[src/rtl/cd_sector_sink.sv]
// CDIC-side sink for the CD sector cache stream: seek/stop/tick toward the cache,
// sector word capture into a double-buffered RAM. Optional: CD_SECTOR_SINK_MSF_CHECK_EN.
module cd_sector_sink #(
    parameter int unsigned CLK_HZ       = 30000000,
    parameter int unsigned SECTOR_WORDS = 1188
) (
    input  logic        clk,
    input  logic        reset_n,
    input  logic        cmd_seek,
    input  logic [31:0] cmd_lba,
    input  logic        cmd_stop,
    input  logic        double_speed,
    output logic [31:0] seek_lba,
    output logic        seek_lba_valid,
    output logic        stop_sector_delivery,
    output logic        sector_tick,
    input  logic [15:0] cd_data,
    input  logic        cd_data_valid,
    input  logic        sector_delivered,
    output logic [11:0] buf_addr,
    output logic [15:0] buf_wdata,
    output logic        buf_we,
    output logic        sector_ready,
    output logic        ready_bank,
    output logic        sector_error,
    output logic [23:0] hdr_msf,
    output logic [7:0]  hdr_mode,
    output logic [31:0] hdr_subheader,
    output logic        active
);

    localparam int unsigned DIV_SS   = CLK_HZ / 75;
    localparam int unsigned DIV_DS   = CLK_HZ / 150;
    localparam int unsigned CW       = $clog2(DIV_SS + 1);
    localparam logic [CW-1:0] RELOAD_SS = CW'(DIV_SS - 1);
    localparam logic [CW-1:0] RELOAD_DS = CW'(DIV_DS - 1);
    localparam logic [10:0]   FULL_IDX  = 11'(SECTOR_WORDS);

    typedef enum logic {ST_IDLE, ST_ACTIVE} state_t;

    state_t          state, state_nxt;
    logic [CW-1:0]   div_cnt;
    logic [10:0]     word_idx;
    logic            bank;
    logic            sync_err;
    logic            ovr;
    logic [31:0]     exp_lba;
    logic [7:0]      sh_m, sh_s, sh_f, sh_mode;
    logic [31:0]     sh_sub;
    logic            p_valid;
    logic            p_good;

    logic            seek_go;
    logic            word_fits;
    logic [10:0]     fin_idx;
    logic            fin_ovr;
    logic            sync_bad;
    logic            res_good;
    logic [31:0]     exp_nxt;

    // stop dominates a same-cycle seek entirely
    assign seek_go = cmd_seek & ~cmd_stop;
    assign active  = (state == ST_ACTIVE);

    always_comb begin
        state_nxt = state;
        if (cmd_stop)
            state_nxt = ST_IDLE;
        else if (cmd_seek)
            state_nxt = ST_ACTIVE;
    end

    always_ff @(posedge clk or negedge reset_n) begin
        if (!reset_n)
            state <= ST_IDLE;
        else
            state <= state_nxt;
    end

    always_ff @(posedge clk or negedge reset_n) begin
        if (!reset_n) begin
            seek_lba             <= '0;
            seek_lba_valid       <= 1'b0;
            stop_sector_delivery <= 1'b0;
        end else begin
            seek_lba_valid       <= seek_go;
            stop_sector_delivery <= cmd_stop;
            if (seek_go)
                seek_lba <= cmd_lba;
        end
    end

    always_ff @(posedge clk or negedge reset_n) begin
        if (!reset_n) begin
            div_cnt     <= '0;
            sector_tick <= 1'b0;
        end else if (div_cnt == '0) begin
            div_cnt     <= double_speed ? RELOAD_DS : RELOAD_SS;
            sector_tick <= 1'b1;
        end else begin
            div_cnt     <= div_cnt - 1'b1;
            sector_tick <= 1'b0;
        end
    end

    // Sector totals including a word that arrives together with sector_delivered
    assign word_fits = cd_data_valid && (word_idx != FULL_IDX);
    assign fin_idx   = word_fits ? word_idx + 11'd1 : word_idx;
    assign fin_ovr   = ovr | (cd_data_valid & ~word_fits);

    always_comb begin
        sync_bad = 1'b0;
        if (cd_data_valid) begin
            case (word_idx)
                11'd0:                      sync_bad = (cd_data != 16'hFF00);
                11'd1, 11'd2, 11'd3, 11'd4: sync_bad = (cd_data != 16'hFFFF);
                11'd5:                      sync_bad = (cd_data != 16'h00FF);
                default:                    sync_bad = 1'b0;
            endcase
        end
    end

`ifdef CD_SECTOR_SINK_MSF_CHECK_EN
    logic [13:0] p_ms;
    logic [7:0]  p_f;
    logic [31:0] msf_lba;

    function automatic logic [7:0] bcd2bin(input logic [7:0] d);
        return 8'(d[7:4]) * 8'd10 + 8'(d[3:0]);
    endfunction

    always_ff @(posedge clk or negedge reset_n) begin
        if (!reset_n) begin
            p_ms <= '0;
            p_f  <= '0;
        end else begin
            p_ms <= 14'(bcd2bin(sh_m)) * 14'd60 + 14'(bcd2bin(sh_s));
            p_f  <= bcd2bin(sh_f);
        end
    end

    assign msf_lba  = 32'(p_ms) * 32'd75 + 32'(p_f) - 32'd150;
    assign res_good = p_good && (msf_lba == exp_lba);
    assign exp_nxt  = msf_lba + 32'd1;
`else
    assign res_good = p_good;
    assign exp_nxt  = exp_lba + 32'd1;
`endif

    always_ff @(posedge clk or negedge reset_n) begin
        if (!reset_n) begin
            buf_we        <= 1'b0;
            buf_addr      <= '0;
            buf_wdata     <= '0;
            word_idx      <= '0;
            sync_err      <= 1'b0;
            ovr           <= 1'b0;
            bank          <= 1'b0;
            ready_bank    <= 1'b0;
            exp_lba       <= '0;
            sh_m          <= '0;
            sh_s          <= '0;
            sh_f          <= '0;
            sh_mode       <= '0;
            sh_sub        <= '0;
            p_valid       <= 1'b0;
            p_good        <= 1'b0;
            sector_ready  <= 1'b0;
            sector_error  <= 1'b0;
            hdr_msf       <= '0;
            hdr_mode      <= '0;
            hdr_subheader <= '0;
        end else begin
            buf_we <= word_fits;
            if (word_fits) begin
                buf_addr  <= {bank, word_idx};
                buf_wdata <= cd_data;
            end

            if (cd_data_valid) begin
                case (word_idx)
                    11'd6: begin sh_s <= cd_data[15:8]; sh_m <= cd_data[7:0]; end
                    11'd7: begin sh_mode <= cd_data[15:8]; sh_f <= cd_data[7:0]; end
                    11'd8: sh_sub[31:16] <= {cd_data[7:0], cd_data[15:8]};
                    11'd9: sh_sub[15:0]  <= {cd_data[7:0], cd_data[15:8]};
                    default: ;
                endcase
            end

            if (seek_go || sector_delivered) begin
                word_idx <= '0;
                sync_err <= 1'b0;
                ovr      <= 1'b0;
            end else begin
                word_idx <= fin_idx;
                sync_err <= sync_err | sync_bad;
                ovr      <= fin_ovr;
            end

            p_valid <= sector_delivered & ~seek_go;
            p_good  <= (fin_idx == FULL_IDX) & ~(sync_err | sync_bad) & ~fin_ovr;

            // Bank flips on the result cycle; the cache stays quiet that long after a sector
            sector_ready <= 1'b0;
            sector_error <= 1'b0;
            if (p_valid && !seek_go) begin
                if (res_good) begin
                    hdr_msf       <= {sh_m, sh_s, sh_f};
                    hdr_mode      <= sh_mode;
                    hdr_subheader <= sh_sub;
                    ready_bank    <= bank;
                    bank          <= ~bank;
                    sector_ready  <= 1'b1;
                end else begin
                    sector_error  <= 1'b1;
                end
                exp_lba <= exp_nxt;
            end
            if (seek_go)
                exp_lba <= cmd_lba;
        end
    end

endmodule
[config.mk]
export PLATFORM = sky130hd
export DESIGN_NAME = cd_sector_sink
export DESIGN_NICKNAME = d
export VERILOG_FILES = /design/src/rtl/cd_sector_sink.sv
export SDC_FILE = /design/constraint.sdc
export NUM_CORES = 1
export LEC_CHECK = 0
export ABC_AREA = 0
export CELL_PAD_IN_SITES_DETAIL_PLACEMENT = 1
export CELL_PAD_IN_SITES_GLOBAL_PLACEMENT = 2
export CORE_ASPECT_RATIO = 1.75
export CORE_MARGIN = 4
export CORE_UTILIZATION = 35
export CTS_CLUSTER_SIZE = 24
export DETAILED_ROUTE_END_ITERATION = 10
export GPL_TIMING_DRIVEN = 0
export HOLD_SLACK_MARGIN = 0.15
export PLACE_DENSITY_LB_ADDON = 0.1
export SLEW_MARGIN = 40
export SYNTH_ARGS = -nofsm -noshare
export SYNTH_HDL_FRONTEND = slang
export SYNTH_SLANG_ARGS = --single-unit
[constraint.sdc]
create_clock -name clk -period 3.9 [get_ports clk]
set_clock_uncertainty 0.2 [all_clocks]
set_input_delay 0.78 -clock clk [delete_from_list [all_inputs] [get_ports clk]]
set_output_delay 0.78 -clock clk [all_outputs]
set_load 0.005 [all_outputs]
# Word-level counts from Yosys, hierarchy flattened
# Index checks and enable logic that the tools add are counted.
[totals]
ff_bits = 231
inputBits = 55
output_inout_bits = 132
[op_classes]
add_sub_neg = 2
n_eq_ne = 14
muxes = 15
bitwise = 13
reduce_logical = 13
[ops]
columns = ["operator", "n"]
rows = [
  ["$eq A11 B3 Y1 const B", 4],
  ["$mux W19", 2],
  ["$ne A16 B16 Y1 const B", 2],
  ["$eq A11 B2 Y1 const B", 2],
  ["$eq A11 B4 Y1 const B", 2],
  ["$mux W11", 2],
  ["$logic_not A19 Y1", 1],
  ["$sub A19 B1 Y19 const B", 1],
  ["$ne A16 B8 Y1 const B", 1],
  ["$add A11 B1 Y11 const B", 1],
  ["$eq A11 B1 Y1 const B", 1],
  ["$eq A11 B11 Y1 const B", 1],
  ["$logic_not A11 Y1", 1],
  ["$ne A11 B11 Y1 const B", 1],
  ["$mux W1", 10],
  ["$reduce_and A2 Y1", 5],
  ["$not A1 Y1", 6],
  ["$and A1 B1 Y1", 5],
  ["$reduce_or A4 Y1", 1],
  ["$pmux W1 S3", 1],
  ["$logic_and A1 B1 Y1", 2],
  ["$or A1 B1 Y1", 2],
  ["$reduce_bool A2 Y1", 1],
  ["$logic_not A1 Y1", 1],
  ["$logic_or A1 B1 Y1", 1],
]

# Depth between registers and ports, before layout
[logic_depth]
depth_word = 8
ltp_mapped = 9

# Worst setup path after synthesis
# No wires, ideal clock.
[synth_timing]
path_kind = "register -> register"
from = "reg word_idx[0]"
to = "reg p_good"
setup_ps = 105
arrival_time_ps = 1917
t_required_ps = 3595
slack_ps = 1678
path_stages_with_launch = 10
n_path_buf = 1
period_less_slack_ps = 2222
cell_sequence = "dfrtp_1 > inv_1 > ha_1 > and4_1 > a31o_2 > buf_2 > inv_2 > nand2_1 > o31ai_1 > nor4b_1"
[synth_between]
elab_chain_len = 8
word_cells_on_any_way = 22
cone_classes = "1 x add/sub; 7 x eq/ne; 3 x mux; 8 x bitwise; 3 x reduce/logical"
[synth_lines]
columns = ["element", "line", "text"]
rows = [
  ["from (decl)", "43", "logic [10:0] word_idx;"],
  ["from (signal assigned)", "195", "word_idx <= fin_idx;"],
  ["branches (longest 7 deep; another with $add A11 B1 Y11)", "-", ""],
  ["$and A1 B1 Y1 *", "201", "p_good <= (fin_idx == FULL_IDX) & ~(sync_err | sync_bad) & ~fin_ovr;"],
  ["to (signal assigned)", "201", ""],
  ["to (decl)", "51", "logic p_good;"],
]
# Mark *: on every way between the ends.
# A chain may end at the register's enable or synchronous reset.

# Worst setup path in the final report
# Ends and elaborated chain as after synthesis.

==> flow_metrics.env <==
export IMPL_vias=6875
export IMPL_wl_per_cell_um=18.3
export IMPL_yosys_warnings=0
export IMPL_place_hpwl_um=19000
export IMPL_p_sw_mw=1.20
export IMPL_setup_ws_ps=948
export IMPL_cts_buffers=23
export IMPL_grt_total_usage_pct=18.2
export IMPL_drive_gt1_share_pct=10.6
export IMPL_hold_path_startpoint="p_good"
export IMPL_synth_simple_area_share_pct=22.6
export IMPL_ff_latch_area_um2=5780
export IMPL_fin_setup_tns_ps=0
export IMPL_synth_compound_area_share_pct=1.58
export IMPL_core_area_um2=26100
export IMPL_holdPathStages=1
export IMPL_busiest_layer="met2"
export IMPL_p_clk_share_pct=45.3
export IMPL_syn_to_final_growth_pct=34.7
export IMPL_grt_pass1_vias=7407
export IMPL_layout_nets=1155
export IMPL_gr_usage_met3_pct=4.26
export IMPL_fin_crit_sh_pct=75.7
export IMPL_worstPathMaxFanout=9
export IMPL_viasPerCell=4.80
export IMPL_antenna_found_initial=0
export IMPL_power_mw=5.38
export IMPL_die_area_um2=29300
export IMPL_critPathLaunchType="register"
export IMPL_post_cts_buffers=0
export IMPL_crit_type="register to register"
export IMPL_crit_arrival_ps=3100
export IMPL_synthXorXnorAreaFrac_pct=2.55
export IMPL_clockRootBuffer="clkbuf_16"
export IMPL_synth_mux_area_share_pct=7.88
export IMPL_grt_pass1_wl_um=41700
export IMPL_synth_fa_ha_area_share_pct=0.675
export IMPL_cts_resized=0
export IMPL_final_min_clock_period_ps=2950
export IMPL_rows=78
export IMPL_nFillCells=2842
export IMPL_seqPwrFrac_pct=46.8
export IMPL_hold_class="register to register"
export IMPL_rsz0062_at_grt="false"
export IMPL_cp_required_ps=4050
export IMPL_reg2reg_to="p_good"
export IMPL_intPower_mw=4.18
export IMPL_fp_dieW_um=131
export IMPL_ctsHoldBuffers=1
export IMPL_reg2reg_from="word_idx[0]"
export IMPL_slew_viol_final=0
export IMPL_place_congestion=0.773
export IMPL_setup_viol=0
export IMPL_final_area_um2=12500
export IMPL_dp_slack_ps=425
export IMPL_cts_tree="built"
export IMPL_p_leak_nw=6.22
export IMPL_diodes=0
export IMPL_clock_latency_ps=510
export IMPL_overflow=0
export IMPL_firstDrtPassIters=6
export IMPL_multiInputGateArea_um2=3270
export IMPL_status="completed"
export IMPL_async_flop_share_pct=100
export IMPL_clkTransAtPathRegs_ps=60
export IMPL_worst_pin_slew_ps=676
export IMPL_r2r_slack_ps=950
export IMPL_synth_edf_count=0
export IMPL_grt_max_degree=60
export IMPL_route_detailed_drc=0
export IMPL_syn_area_per_cell_um2=10.5
export IMPL_routed_wl_um=26200
export IMPL_die_y_um=223
export IMPL_ff2ff_path_depth=9
export IMPL_clock_sinks=231
export IMPL_ant_nets=0
export IMPL_cp_end_kind="register"
export IMPL_cts_buffer_depth=3
export IMPL_pwr_density_cell_nw_per_um2=431
export IMPL_ys_seq_area_share_pct=62.3
export IMPL_sw_frac_of_total_pct=22.3
export IMPL_port_buffers=186
export IMPL_final_cell_mix="374 x nand2_1, 231 x dfrtp_1, 185 x clkdlybuf4s50_1"
export IMPL_met1_usage_pct=21.9
export IMPL_ys_ff_latch=231
export IMPL_use_met2_pct=32.7
export IMPL_hold_viol_final=0
export IMPL_dpl_cell_area_um2=11600
export IMPL_vdd_drop_max_v=0.000348
export IMPL_start_util_pct=35.6
export IMPL_netlist_area_um2=9270
export IMPL_utilization_pct=47.9
export IMPL_h_tree_depth=1
export IMPL_syn_inst=879
export IMPL_pwr_share_comb_pct=7.9
export IMPL_synth_cell_types=53
export IMPL_synth_top_family_by_area="simple AND/OR/NAND/NOR gates"
export IMPL_relSlewSlack_pct=54.8
export IMPL_synth_flop_cell="dfrtp_1"
export IMPL_synth_nets=939
export IMPL_io_pins=187
export IMPL_final_common_cell="nand2_1"
export IMPL_drv_cap=0
export IMPL_drtIter0Drc=234
export IMPL_fmax_mhz=339
export IMPL_hold_path_end="sector_error"
-- registers in the layout, indices dropped and copies added (netlist names), 8 cells and up --
name / count
hdr_subheader: 32
seek_lba: 32
sh_sub: 32
hdr_msf: 24
div_cnt: 19
buf_wdata: 16
buf_addr: 12
word_idx: 11
hdr_mode: 8
sh_f: 8
sh_m: 8
sh_mode: 8
sh_s: 8
-- layout make-up --
type                    instances  area share (%)
flip-flops and latches        231            46.3
multi-input cells             596            26.2
repair buffers                191            15.9
clock buffers                  30            5.14
well taps                     320            3.21
clock inverters                12            1.51
plain buffers                  38            1.34
inverters                      14           0.421
-- synth_stat cells (2+ instances only) --
cell / number / share of area [%]
or4_4: 2 / 0.24
nand3_1: 8 / 0.43
o21ai_0: 4 / 0.22
ha_1: 5 / 0.67
nand2_1: 374 / 15
clkbuf_1: 19 / 0.77
inv_1: 12 / 0.49
dfrtp_1: 231 / 62
nor3_1: 8 / 0.43
xor2_1: 10 / 0.94
buf_6: 2 / 0.24
nand3_4: 2 / 0.38
nor2b_1: 3 / 0.20
nor4_4: 2 / 0.46
nor3_2: 2 / 0.22
xnor2_1: 17 / 1.6
mux2_1: 18 / 2.2
nand4b_4: 2 / 0.51
and4_1: 2 / 0.19
a21oi_1: 8 / 0.43
or3_1: 2 / 0.13
or4_1: 3 / 0.24
nand4_1: 9 / 0.61
a22o_1: 2 / 0.19
buf_2: 5 / 0.27
nand2b_1: 3 / 0.20
and4b_1: 2 / 0.22
nor4_1: 4 / 0.27
and2_1: 2 / 0.13
mux2_2: 46 / 5.6
buf_1: 11 / 0.45
nor2_2: 2 / 0.13
nor2_1: 35 / 1.4
inv_2: 2 / 0.081
and3_1: 2 / 0.13
-- routing by layer --
metal | up-vias | routed length, µm
li1 | 3254 | -
met1 | 3443 | 10300
met2 | 156 | 14000
met3 | 22 | 1490
met4 | 0 | 397
met5 | - | 0
-- metrics by stage --
step | hold slack (ps) | instances
final | 227 | 1432
after global routing | 239 | 1432
after CTS | 234 | 1432
after detailed placement | 235 | 1389
after global placement | 230 | 1385
after floorplan | 201 | 879
-- logic make-up (layout without fill, tap and decap cells) --
group	count (synthesis)	count (layout)
AO/OA/AOI/OAI	22	22
AND/OR/NAND/NOR	477	477
XOR/XNOR	27	27
adder cells (fa/ha/maj)	5	5
multiplexers	65	65
flip-flops	231	231
buffers and inverters	52	285
-- critical path, cell delays in order (launching register included) --
cell and delay [ps]:
dfrtp_1 530, inv_1 110, ha_1 290, and4_1 200, a31o_2 250, buf_2 160, inv_2 160, nand2_1 120
o31ai_1 330, nor4b_1 440
-- power groups by stage --
stage                     registers, mW  clock network [mW]  logic, mW
after floorplan                    2.56                   0      0.105
after global placement             2.56                   0      0.415
after detailed placement           2.56                   0      0.434
after CTS                          2.52                2.52      0.437
after global routing               2.53                2.62      0.468
final                              2.52                2.44      0.423
-- worst max-delay path by stage --
stage | from | endpoint | slack [ps] | cells past startpoint
detailed placement | cmd_stop | hdr_subheader[13] | 420 | 9
global route | cmd_stop | hdr_subheader[21] | 800 | 9
finish | word_idx[0] | p_good | 950 | 9
global placement | reset_n | buf_addr[4] | -8500 | 1
floorplan | word_idx[0] | p_good | 1680 | 9
CTS | word_idx[0] | p_good | 980 | 9
Note: power is estimated with default switching activity, not from simulation.
